File: src/rtl/nibble_sum_decoder.sv
`default_nettype none
// +--------------------------------------------------------------------------+
// | Module      : nibble_sum_decoder                                         |
// | Description : Recovers operand B from a nibble sum S and known operand   |
// |               A (B = S - A) using an LSB-first bit-serial subtractor     |
// |               with valid/ready handshakes on input and output. Results   |
// |               that no NIB_W-bit B can produce are flagged via out_err.   |
// | Optional    : define NIBBLE_DEC_ERRCNT_EN to build the saturating 8-bit  |
// |               error counter on err_cnt (tied to 0 otherwise).            |
// | Revision    : 1.0 - initial release                                      |
// +--------------------------------------------------------------------------+
// | Ports                                                                    |
// |   clk        in   1      clock, rising edge                              |
// |   rst        in   1      asynchronous reset, active-high                 |
// |   in_valid   in   1      upstream presents a (sum, a) pair               |
// |   in_ready   out  1      block can accept a pair (state == IDLE)         |
// |   in_sum     in   SUM_W  sum S                                           |
// |   in_a       in   NIB_W  known operand A                                 |
// |   out_valid  out  1      result available                                |
// |   out_ready  in   1      downstream accepts result                       |
// |   out_b      out  NIB_W  recovered operand B (0 when out_err)            |
// |   out_err    out  1      S - A outside 0 .. 2^NIB_W-1                    |
// |   busy       out  1      high in CALC or DONE                            |
// |   err_cnt    out  8      saturating error count (optional)               |
// +--------------------------------------------------------------------------+
module nibble_sum_decoder #(
  parameter int SUM_W = 5,
  parameter int NIB_W = 4
) (
  input  logic             clk,
  input  logic             rst,
  input  logic             in_valid,
  output logic             in_ready,
  input  logic [SUM_W-1:0] in_sum,
  input  logic [NIB_W-1:0] in_a,
  output logic             out_valid,
  input  logic             out_ready,
  output logic [NIB_W-1:0] out_b,
  output logic             out_err,
  output logic             busy,
  output logic [7:0]       err_cnt
);

  // The serial datapath treats A as a SUM_W-bit value by prepending one zero.
  generate
    if (NIB_W != SUM_W - 1) begin : g_bad_width
      $error("nibble_sum_decoder: NIB_W must equal SUM_W-1");
    end
  endgenerate

  localparam int CNT_W = (SUM_W > 1) ? $clog2(SUM_W) : 1;
  localparam logic [CNT_W-1:0] c_last_bit = CNT_W'(SUM_W - 1);

  typedef enum logic [1:0] {
    ST_IDLE = 2'd0,
    ST_CALC = 2'd1,
    ST_DONE = 2'd2
  } state_t;

  state_t             r_state;
  logic [SUM_W-1:0]   r_sreg;
  logic [SUM_W-1:0]   r_areg;
  logic [SUM_W-1:0]   r_rreg;
  logic               r_borrow;
  logic [CNT_W-1:0]   r_bitcnt;
  logic               r_out_valid;
  logic [NIB_W-1:0]   r_out_b;
  logic               r_out_err;

  logic               w_s0;
  logic               w_a0;
  logic               w_d;
  logic               w_borrow_next;
  logic [SUM_W-1:0]   w_r_next;
  logic               w_err;
  logic               w_last;

  // One full-subtractor bit per CALC cycle.
  assign w_s0          = r_sreg[0];
  assign w_a0          = r_areg[0];
  assign w_d           = w_s0 ^ w_a0 ^ r_borrow;
  assign w_borrow_next = (~w_s0 & w_a0) | (~(w_s0 ^ w_a0) & r_borrow);
  // Difference bits enter at the MSB, so after SUM_W shifts bit 0 is the LSB.
  assign w_r_next      = {w_d, r_rreg[SUM_W-1:1]};
  // A final borrow means S < A; a set top bit means the difference needs
  // more than NIB_W bits. Either way no NIB_W-bit B exists.
  assign w_err         = w_borrow_next | w_r_next[SUM_W-1];
  assign w_last        = (r_bitcnt == c_last_bit);

  assign in_ready  = (r_state == ST_IDLE);
  assign busy      = (r_state != ST_IDLE);
  assign out_valid = r_out_valid;
  assign out_b     = r_out_b;
  assign out_err   = r_out_err;

  always_ff @(posedge clk or posedge rst) begin
    if (rst) begin
      r_state     <= ST_IDLE;
      r_sreg      <= '0;
      r_areg      <= '0;
      r_rreg      <= '0;
      r_borrow    <= 1'b0;
      r_bitcnt    <= '0;
      r_out_valid <= 1'b0;
      r_out_b     <= '0;
      r_out_err   <= 1'b0;
    end else begin
      case (r_state)
        ST_IDLE: begin
          if (in_valid) begin
            r_sreg   <= in_sum;
            r_areg   <= {1'b0, in_a};
            r_rreg   <= '0;
            r_borrow <= 1'b0;
            r_bitcnt <= '0;
            r_state  <= ST_CALC;
          end
        end
        ST_CALC: begin
          r_sreg   <= r_sreg >> 1;
          r_areg   <= r_areg >> 1;
          r_rreg   <= w_r_next;
          r_borrow <= w_borrow_next;
          r_bitcnt <= r_bitcnt + CNT_W'(1);
          if (w_last) begin
            r_state     <= ST_DONE;
            r_out_valid <= 1'b1;
            r_out_err   <= w_err;
            r_out_b     <= w_err ? '0 : w_r_next[NIB_W-1:0];
          end
        end
        ST_DONE: begin
          if (out_ready) begin
            r_out_valid <= 1'b0;
            r_state     <= ST_IDLE;
          end
        end
        default: begin
          r_state <= ST_IDLE;
        end
      endcase
    end
  end

`ifdef NIBBLE_DEC_ERRCNT_EN
  logic [7:0] r_err_cnt;

  // Counts DONE entries carrying an error; holds at 255.
  always_ff @(posedge clk or posedge rst) begin
    if (rst) begin
      r_err_cnt <= 8'd0;
    end else if ((r_state == ST_CALC) && w_last && w_err && (r_err_cnt != 8'hFF)) begin
      r_err_cnt <= r_err_cnt + 8'd1;
    end
  end

  assign err_cnt = r_err_cnt;
`else
  assign err_cnt = 8'd0;
`endif

endmodule
`default_nettype wire

File: config.mk
export PLATFORM = sky130hd
export DESIGN_NAME = nibble_sum_decoder
export DESIGN_NICKNAME = d
export VERILOG_FILES = /design/src/rtl/nibble_sum_decoder.sv
export SDC_FILE = /design/constraint.sdc
export NUM_CORES = 1
export LEC_CHECK = 0
export BUFFER_PORTS_ARGS = -buffer_cell sky130_fd_sc_hd__buf_2
export CAP_MARGIN = 30
export CORE_MARGIN = 2
export CORE_UTILIZATION = 47
export DETAILED_ROUTE_END_ITERATION = 12
export GPL_TIMING_DRIVEN = 0
export PLACE_DENSITY = 0.74
export REMOVE_ABC_BUFFERS = 1
export SETUP_SLACK_MARGIN = 0.2
export SKIP_CTS_REPAIR_TIMING = 1
export SYNTH_ARGS = -nofsm -noshare
export SYNTH_HDL_FRONTEND = slang
export SYNTH_SLANG_ARGS = --single-unit
export TNS_END_PERCENT = 100
File: constraint.sdc
create_clock -name clk -period 1.5 [get_ports clk]
set_input_delay 0.15 -clock clk [delete_from_list [all_inputs] [get_ports clk]]
set_output_delay 0.15 -clock clk [all_outputs]
set_load 0.01 [all_outputs]
# Yosys cells after proc, flatten, opt, wreduce, memory -nomap -nowiden
# Index checks and enable logic that the tools add are counted.
# Widths: inputs -> output; s select.
totals:
  register_bits: 27
  output_inout_bits: 16
  wordCells: 50
  inputBits: 13
op_classes:
  n_eq_ne: 6
  n_reduce_logical: 8
  muxes: 18
  bitwise_logic: 8
  add_sub_neg: 1
op_table:
  columns: ["cell", "n"]
  rows:
  - ["$pmux 5 s2", 3]
  - ["$mux 5", 3]
  - ["$mux 2", 3]
  - ["$ne 2x2->1 const B", 3]
  - ["$pmux 2 s3", 1]
  - ["$pmux 3 s2", 1]
  - ["$reduce_and 3->1", 2]
  - ["$reduce_bool 2->1", 3]
  - ["$mux 4", 1]
  - ["$pmux 1 s2", 2]
  - ["$reduce_and 2->1", 2]
  - ["$add 3x1->3 const B", 1]
  - ["$eq 3x3->1 const B", 1]
  - ["$mux 1", 3]
  - ["$mux 3", 1]
  - ["$and 1x1->1", 2]
  - ["$eq 2x1->1 const B", 1]
  - ["$eq 2x2->1 const B", 1]
  - ["$logic_not 2->1", 1]
  - ["$not 1->1", 2]
  - ["$or 1x1->1", 2]
  - ["$xor 1x1->1", 2]

# Depth between registers and ports, before layout
# Gate-level depths: netlist (run 1).
depth:
  ltp_word: 6
  depth_mapped: 5
  ltp_nobuf: 4

# Worst setup path after synthesis (run 1)
# OpenSTA, ideal clock, no wires.
synth_timing:
  path_type: "register to register"
  startpoint: "register r_sreg[0]"
  endpoint: "register r_out_b[0], in the netlist out_b[0]"
  synth_period_minus_slack_ns: 1.543
  t_arrival_ns: 1.416
  path_slack_ns: -0.043
  setup_time_ns: 0.127
  path_stages_with_launch: 4
  required_time_ns: 1.373
  n_path_buf: 0
  path_cell_list: "dfrtp_1 -> fa_1 -> and3b_1 -> mux2_1"
synth_via:
  elab_chain_len: 6
  elab_cells_between_ends: 9
  classes_between: "mux: 1; bitwise: 8"
synth_lines:
  columns: ["element", "line_no", "rtl"]
  rows:
  - ["start, declared", "61", "logic [SUM_W-1:0] r_sreg;"]
  - ["start signal, assigned", "111", "r_sreg <= in_sum;"]
  - ["start signal, assigned", "120", "r_sreg <= r_sreg >> 1;"]
  - ["$xor 1x1->1", "81, 82", null]
  - ["$not 1->1", "82", "assign w_borrow_next = (~w_s0 & w_a0) | (~(w_s0 ^ w_a0) & r_borrow);"]
  - ["$and 1x1->1", "82", null]
  - ["$or 1x1->1", "82", null]
  - ["$or 1x1->1 *", "87", "assign w_err = w_borrow_next | w_r_next[SUM_W-1];"]
  - ["$mux 4 *", "129", "r_out_b <= w_err ? '0 : w_r_next[NIB_W-1:0];"]
  - ["end signal, assigned", "129", null]
  - ["end, declared", "67", "logic [NIB_W-1:0] r_out_b;"]
# Mark *: on every way between the ends. The rest lies on a longest branch, timed or not.
# A chain may end at the register's enable or synchronous reset.

# Worst setup path in the final report (run 1)
layout_timing:
  startpoint: "register r_borrow"
  endpoint: "register r_out_b[3], in the netlist out_b[3]"
layout_via:
  elab_chain_len: 4
  elab_cells_between_ends: 5
  classes_between: "mux: 1; bitwise: 4"
layout_lines:
  columns: ["element", "line_no", "rtl"]
  rows:
  - ["start, declared", "64", "logic r_borrow;"]
  - ["start signal, assigned", "123", "r_borrow <= w_borrow_next;"]
  - ["$and 1x1->1", "82", null]
  - ["$or 1x1->1", "82", null]
  - ["$or 1x1->1 *", "87", null]
  - ["$mux 4 *", "129", null]
# Marks and branches as above.

==> run metrics, run 1 <==
status complete, but fails checks; failing checks negative setup slack; Initial Util 48.2%; cells on worst reg2reg path 4; asr flop ratio synth 100%; P_leak 0.744 nW; Mapped Area around 1300 sq um; switching power 1.17 mW; setup violators final 5; Max clock buf depth 2; Layout Cells excl Fill 168; most frequent cells in the layout 23 x dfrtp_1, 19 x buf_2, 13 x inv_1; gr ovfl total 0; Power, Total 3.12 mW; Seq/Total Area, Yosys 48.3%; GP Congestion ~0.71; Syn Area/Cell 11.6 sq um; Tmin final roughly 1.6 ns; Via density ~5.5; Ys Warns 0; Vias just over 900; drt pass-1 iters 4; DRT iter0 DRCs 29; largest net degree at the start of global routing 26; Final Util 56.3%; CP peak stage delay 0.61 ns; CP max stage cell fa_2; drt wl/cell 15.1 um; Gate Count Post-Synth 112; die area between 3000 and 4000 sq um; clock sinks 25; final hold violation count 0; IO Port Bufs 20; Routed Antenna Nets 0; initial antenna violation count 0; measured slew at the worst slew-check pin 0.952 ns; Cell Int Power about 2 mW; CTS buffer count 3; insertion delay to the later sink of the worst-skew pair 0.33 ns; unique cell type count in the Yosys netlist 31; PD cells 2070 nW/um^2; Synth Register Bits 25; Root Buffer clkbuf_4; Post-synth EDFFs 0; Total GRT Usage approximately 15%; htree depth 1; CP required 1.73 ns; HP Class input port to asynchronous set/reset pin; Gate power share 51.4%; maximum clock rate 0.632 GHz; CP Class register to register; Remaining DRCs 0; endpoint type of the worst setup path register; global-route wire length before repair 3.71 mm; CTS tree built; most common cell after layout, fill and taps aside dfrtp_1; Crit Reg-Reg Startpoint r_borrow; maximum VDD drop roughly 1.2 mV; Die W 56.5 um; final worst slack -0.0813 ns; Clock power frac 10.0%; Core Area 2690 sq um; relative slew slack 36.4%; total of max-cap violations 0; num ports 29; fin crit share 105%; CP arrival 1.81 ns; Area Overhead vs Synth 16.7%; Nets 154; DP Worst Slack -0.285 ns; crit path cell chain inv_2 > fa_2 > and3b_1 > mux2_4; setup_tns -0.336 ns; Post-synth top flop dfrtp_1; clock-pin slew on the worst setup and hold paths around 0.14 ns; share of cells above drive strength 1 between 30% and 40%; crit start category register; Seq pwr share about two fifths; Slew Limit Fails 0; critical path fanouts, max 6; Final HPWL DP about 1.4 mm; Net Sw Frac between 30% and 40%; vias in the first global route 823; routed wire length 2.53 mm; DP Cell Count 154; R2R Path End out_b[3]; ant diodes 0; reg-to-reg slack, setup -0.08 ns; row count 19; worst clock skew 0.00236 ns; die height between 50 and 60 um; RSZ-0062 raised after global routing yes
==> cells in the mapped netlist, types with 2 or more instances <==
cell type  number  area share (%)
buf_4          10             5.8
nor2_1          7             2.0
a22o_1          6             4.1
nor2b_1         3             1.4
ha_1            2             1.9
dfrtp_1        25              48
buf_2           3             1.2
inv_1          14             4.1
mux2_1          5             4.3
nor4b_1         6             4.1
and3b_1         5             3.4
a221oi_1        5             3.4
buf_6           3             2.6
==> flip-flops by register name, summed over array words and instances (netlist names) <==
register and count:
r_areg 4, out_b 4, out_valid 1, r_sreg 5
r_borrow 1, r_bitcnt 3, r_state 2, r_rreg 4
out_err 1
==> cell type report <==
cell class              count  area (sq um)
fillers                   239          1170
flip-flops and latches     25           633
multi-input cells          65           578
repair buffers             29           181
inverters                  14          52.6
well taps                  31          38.8
clock buffers               3          22.5
clock inverters             1          5.00
==> worst max-delay path by stage <==
stage	start	end	slack, ns	depth (start not counted)
finish	r_borrow	out_b[3]	-0.08	4
global route	r_borrow	out_b[2]	-0.12	4
CTS	r_state[0]	out_b[2]	-0.29	2
detailed placement	r_state[0]	out_b[2]	-0.29	2
global placement	r_state[0]	out_b[0]	-0.25	2
floorplan	r_sreg[0]	out_b[0]	-0.04	3
==> cell families after synthesis <==
family,share of synthesized area (%)
compound gates,14.1
fa+ha+maj,3.48
buf+inv,13.6
flops,48.3
mux,5.22
other cells,0.290
simple gates,15.0
==> worst max-delay path, delay by kind of cell (launching register included) <==
family / cells / cell delay [ns]
adder cells (fa/ha/maj): 1 / 0.61
AND/OR/NAND/NOR: 1 / 0.19
multiplexers: 1 / 0.25
flip-flops: 1 / 0.39
buffers and inverters: 1 / 0.05
==> per-stage QoR <==
step | hold slack (ns) | cell area (sq um)
6_report | 0.00894 | 1510
4_1_cts | 0.0412 | 1360
5_1_grt | 0.0789 | 1510
3_5_place_dp | 0.410 | 1340
3_3_place_gp | 0.379 | 1340
2_1_floorplan | 0.177 | 1200
==> power groups by stage <==
stage	clock (mW)	sequential (mW)	combinational [mW]
after floorplan	0	1.22	0.893
after global placement	0	1.24	1.14
after detailed placement	0	1.25	1.20
after CTS	0.318	1.24	1.20
after global routing	0.356	1.25	1.77
final	0.311	1.21	1.61
==> metal layers <==
layer / vias to the layer above / part of all wire, % / routed length (um) / track usage [%]
met5: - / 0 / 0 / 0
met4: 0 / 1.9 / 48 / 5.78
met3: 6 / 5.7 / 145 / 4.84
met2: 33 / 46 / 1170 / 22.9
met1: 449 / 46 / 1170 / 19.5
li1: 431 / - / - / -
No activity file was read; power rests on OpenSTA's default activity.
==> inputs of run 2 (changes only) <==
==> constraint.sdc (replaced) <==
create_clock -name clk -period 1.5 [get_ports clk]
set_input_delay 0.225 -clock clk [delete_from_list [all_inputs] [get_ports clk]]
set_output_delay 0.225 -clock clk [all_outputs]
set_load 0.01 [all_outputs]
==> run metrics, run 2 (same netlist as run 1, synthesis figures left out) <==
clock-pin slew on the worst setup and hold paths ~0.14 ns; DP Worst Slack -0.285 ns; P_leak 0.799 nW; Nets 158; Die W around 56 um; endpoint type of the worst setup path register; PD cells 2120 nW/um^2; fin crit share 104%; die height between 50 and 60 um; routed wire length 2.72 mm; insertion delay to the later sink of the worst-skew pair 0.33 ns; die area about 3200 sq um; Via density 5.38; GP Congestion 0.706; Tmin final approximately 1.6 ns; Final HPWL DP 1.42 mm; HP Class input port to asynchronous set/reset pin; Total GRT Usage 14.9%; share of cells above drive strength 1 41.1%; row count 19; CP arrival roughly 1.8 ns; status complete, but fails checks; most common cell after layout, fill and taps aside dfrtp_1; Max clock buf depth 2; vias in the first global route 823; most frequent cells in the layout 23 x dfrtp_1, 19 x buf_2, 13 x inv_1; drt wl/cell 15.8 um; CP required 1.74 ns; Routed Antenna Nets 0; max reg flops 5; final hold violation count 0; setup_tns -0.257 ns; RSZ-0062 raised after global routing yes; Slew Limit Fails 0; crit start category register; Fill cells 217; DRT iter0 DRCs 18; CTS buffer count 3; maximum clock rate 0.639 GHz; total of max-cap violations 0; global-route wire length before repair 3.71 mm; largest net degree at the start of global routing 26; Final Util 60.9%; ant diodes 0; num ports 29; Root Buffer clkbuf_4; Area Overhead vs Synth 26.3%; failing checks negative setup slack; measured slew at the worst slew-check pin 0.934 ns; Hold WS 0.0752 ns; maximum VDD drop 1.33 mV; gr ovfl total 0; Core Area 2690 sq um; final worst slack -0.0652 ns; Biggest register r_sreg; setup violators final 5; clock sinks 25; Remaining DRCs 0; CTS tree built; htree depth 1; Vias 925; worst clock skew 0.00908 ns; CP Class register to register; relative slew slack a little under two fifths; drt pass-1 iters 4; Initial Util 48.2%; initial antenna violation count 0; IO Port Bufs 20; critical path fanouts, max 6
run 2: changes by cell type in the layout (fill, tap and decap cells not counted), sizes merged:
| cell | change |
|---|---|
| o21bai | -1 |
| buf | +5 |
run 2: area by class of cell:
| class | instances | area [sq um] | area share, % |
|---|---|---|---|
| tap | 31 | 38.8 | 2.37 |
| inverter | 14 | 52.6 | 3.21 |
| clock inverter | 1 | 5.00 | 0.306 |
| sequential | 25 | 633 | 38.7 |
| timing repair buffer | 34 | 260 | 15.9 |
| multi-input combinational | 64 | 623 | 38.1 |
| clock buffer | 3 | 22.5 | 1.38 |
run 2: final timing paths:
check / cells after the start / slack, ns / startpoint / endpoint
min in group clk: 2 / 0.16 / in_a[3] / r_areg[3]
worst min register to register: 1 / 0.49 / out_valid / out_valid
worst max register to register: 4 / -0.07 / r_borrow / out_b[3]
worst min-delay path: 2 / 0.08 / rst / r_state[0]
max in group asynchronous: 2 / 0.76 / rst / r_state[1]
worst max-delay path: 4 / -0.07 / r_borrow / out_b[3]
run 2: through the flow:
step	area [sq um]	instances	total power [mW]
floorplan	1200	103	2.12
global placement	1340	154	2.38
detailed placement	1340	154	2.46
CTS	1360	158	2.76
global route	1640	172	3.73
finish	1640	172	3.46
run 2: per-layer routing:
metal	share of wire, %	vias up	track usage [%]
li1	-	438	-
met1	43	450	19.5
met2	50	33	22.9
met3	6.2	4	4.84
met4	1.1	0	5.78
met5	0	-	0
run 2: report_power, final:
group | total, mW | leakage [nW] | switching, mW | internal (mW)
registers | 1.21 | 0.308 | 0.222 | 0.986
logic | 1.95 | 0.473 | 0.859 | 1.09
clock network | 0.308 | 0.0177 | 0.208 | 0.100
run 2: worst max-delay path, cell delays in order (launching register included):
cell     delay [ns]
dfrtp_1        0.38
inv_2          0.05
fa_2           0.60
and3b_1        0.19
mux2_4         0.25
==> inputs of run 3 (changes only) <==
--- a/config.mk
+++ b/config.mk
@@ -8,10 +8,11 @@
 export BUFFER_PORTS_ARGS = -buffer_cell sky130_fd_sc_hd__buf_2
 export CAP_MARGIN = 30
 export CORE_MARGIN = 2
-export CORE_UTILIZATION = 47
+export CORE_UTILIZATION = 50
+export CTS_BUF_LIST = sky130_fd_sc_hd__clkbuf_8
 export DETAILED_ROUTE_END_ITERATION = 12
 export GPL_TIMING_DRIVEN = 0
-export PLACE_DENSITY = 0.74
+export PLACE_DENSITY = 0.78
 export REMOVE_ABC_BUFFERS = 1
 export SETUP_SLACK_MARGIN = 0.2
 export SKIP_CTS_REPAIR_TIMING = 1
==> run metrics, run 3 (same netlist as run 1, synthesis figures left out) <==
CTS buffer count 3; crit start category register; Gate power share 54.0%; CTS tree built; max reg flops 5; ant diodes 0; status complete, but fails checks; global-route wire length before repair between 3 and 4 mm; failing checks negative setup slack; die area 3010 sq um; Biggest register r_sreg; Vias roughly 960; Net Sw Frac 35.8%; drt pass-1 iters 6; Finished Cell Area 1600 sq um; Area Overhead vs Synth 23.7%; setup_tns -0.390 ns; DRT iter0 DRCs 15; largest net degree at the start of global routing 26; share of cells above drive strength 1 42.0%; worst clock skew 0.00184 ns; Total GRT Usage 16.4%; most common cell after layout, fill and taps aside dfrtp_1; Die W 54.9 um; Initial Util 52.8%; setup violators final 5; GP Congestion 0.722; Final Util 65.2%; Clock power frac ~11%; clock sinks 25; CP arrival 1.74 ns; clock-pin slew on the worst setup and hold paths 0.08 ns; row count 18; relative slew slack 37.4%; Max clock buf depth 2; measured slew at the worst slew-check pin 0.939 ns; maximum clock rate 0.632 GHz; RSZ-0062 raised after global routing yes; Core Area 2450 sq um; endpoint type of the worst setup path register; vias in the first global route 785; P_leak ~0.8 nW; final worst slack -0.0814 ns; CP required 1.66 ns; gr ovfl total 0; Cell Int Power about 2.2 mW; initial antenna violation count 0; Final HPWL DP 1.45 mm; Tmin final 1.58 ns; Remaining DRCs 0; HP Class input port to asynchronous set/reset pin; htree depth 1; die height 54.9 um; switching power 1.25 mW; PD cells 2180 nW/um^2; most frequent cells in the layout 23 x dfrtp_1, 19 x buf_2, 13 x inv_1, 13 x buf_4, 8 x conb_1; drt wl/cell about 16 um; routed wire length approximately 2.7 mm; Hold WS 0.154 ns; Routed Antenna Nets 0; post-placement cell area 1340 sq um; Slew Limit Fails 0; fin crit share 105%; CP Class register to register; Power, Total roughly 3.5 mW; total of max-cap violations 0; maximum VDD drop 1.69 mV; final hold violation count 0; Via density 5.56; Seq pwr share a little over a third; critical path fanouts, max 6; Root Buffer clkbuf_8; Nets 160; IO Port Bufs 20; num ports 29; insertion delay to the later sink of the worst-skew pair 0.27 ns
-- run 3: changes by cell type in the layout (fill, tap and decap cells not counted), sizes merged --
| cell | change |
|---|---|
| buf | +2 |
| clkbuf | -1 |
| clkinv | -1 |
| inv | +1 |
| o21bai | +1 |
-- run 3: cell type report --
cell class | count | area [sq um]
clock buffer | 3 | 41.3
clock inverter | 1 | 3.75
fill | 200 | 853
inverter | 14 | 52.6
multi-input combinational | 65 | 603
sequential | 25 | 633
tap | 30 | 37.5
timing repair buffer | 35 | 230
-- run 3: per-stage QoR --
stage | setup WS (ns) | std cells
after global placement | -0.217 | 153
after global routing | -0.126 | 173
after floorplan | -0.0435 | 103
after detailed placement | -0.298 | 153
after CTS | -0.300 | 157
final | -0.0814 | 173
-- run 3: path summary, 6_finish.rpt --
check	startpoint	endpoint	slack [ns]	cells past startpoint
min in group clk	in_a[3]	r_areg[3]	0.22	2
max	r_borrow	out_b[3]	-0.08	4
min	rst	out_b[3]	0.15	2
min reg2reg	out_valid	out_valid	0.50	1
max reg2reg	r_borrow	out_b[3]	-0.08	4
max in group asynchronous	rst	r_state[0]	0.67	2
-- run 3: power groups by stage --
stage | combinational, mW | sequential (mW) | clock, mW
finish | 1.88 | 1.21 | 0.391
global route | 2.07 | 1.25 | 0.429
CTS | 1.20 | 1.24 | 0.394
detailed placement | 1.20 | 1.25 | 0
global placement | 1.14 | 1.23 | 0
floorplan | 0.893 | 1.22 | 0
-- run 3: metal layers --
metal | share of wire (%) | GRT usage, %
met5 | 0 | 0
met2 | 53 | 28.6
met3 | 4.1 | 5.38
met1 | 42 | 19.5
met4 | 0.59 | 3.66
-- run 3: critical path, cell delays in order (launching register included) --
cell	delay, ns
dfrtp_1	0.37
inv_2	0.05
fa_2	0.61
and3b_1	0.19
mux2_4	0.25
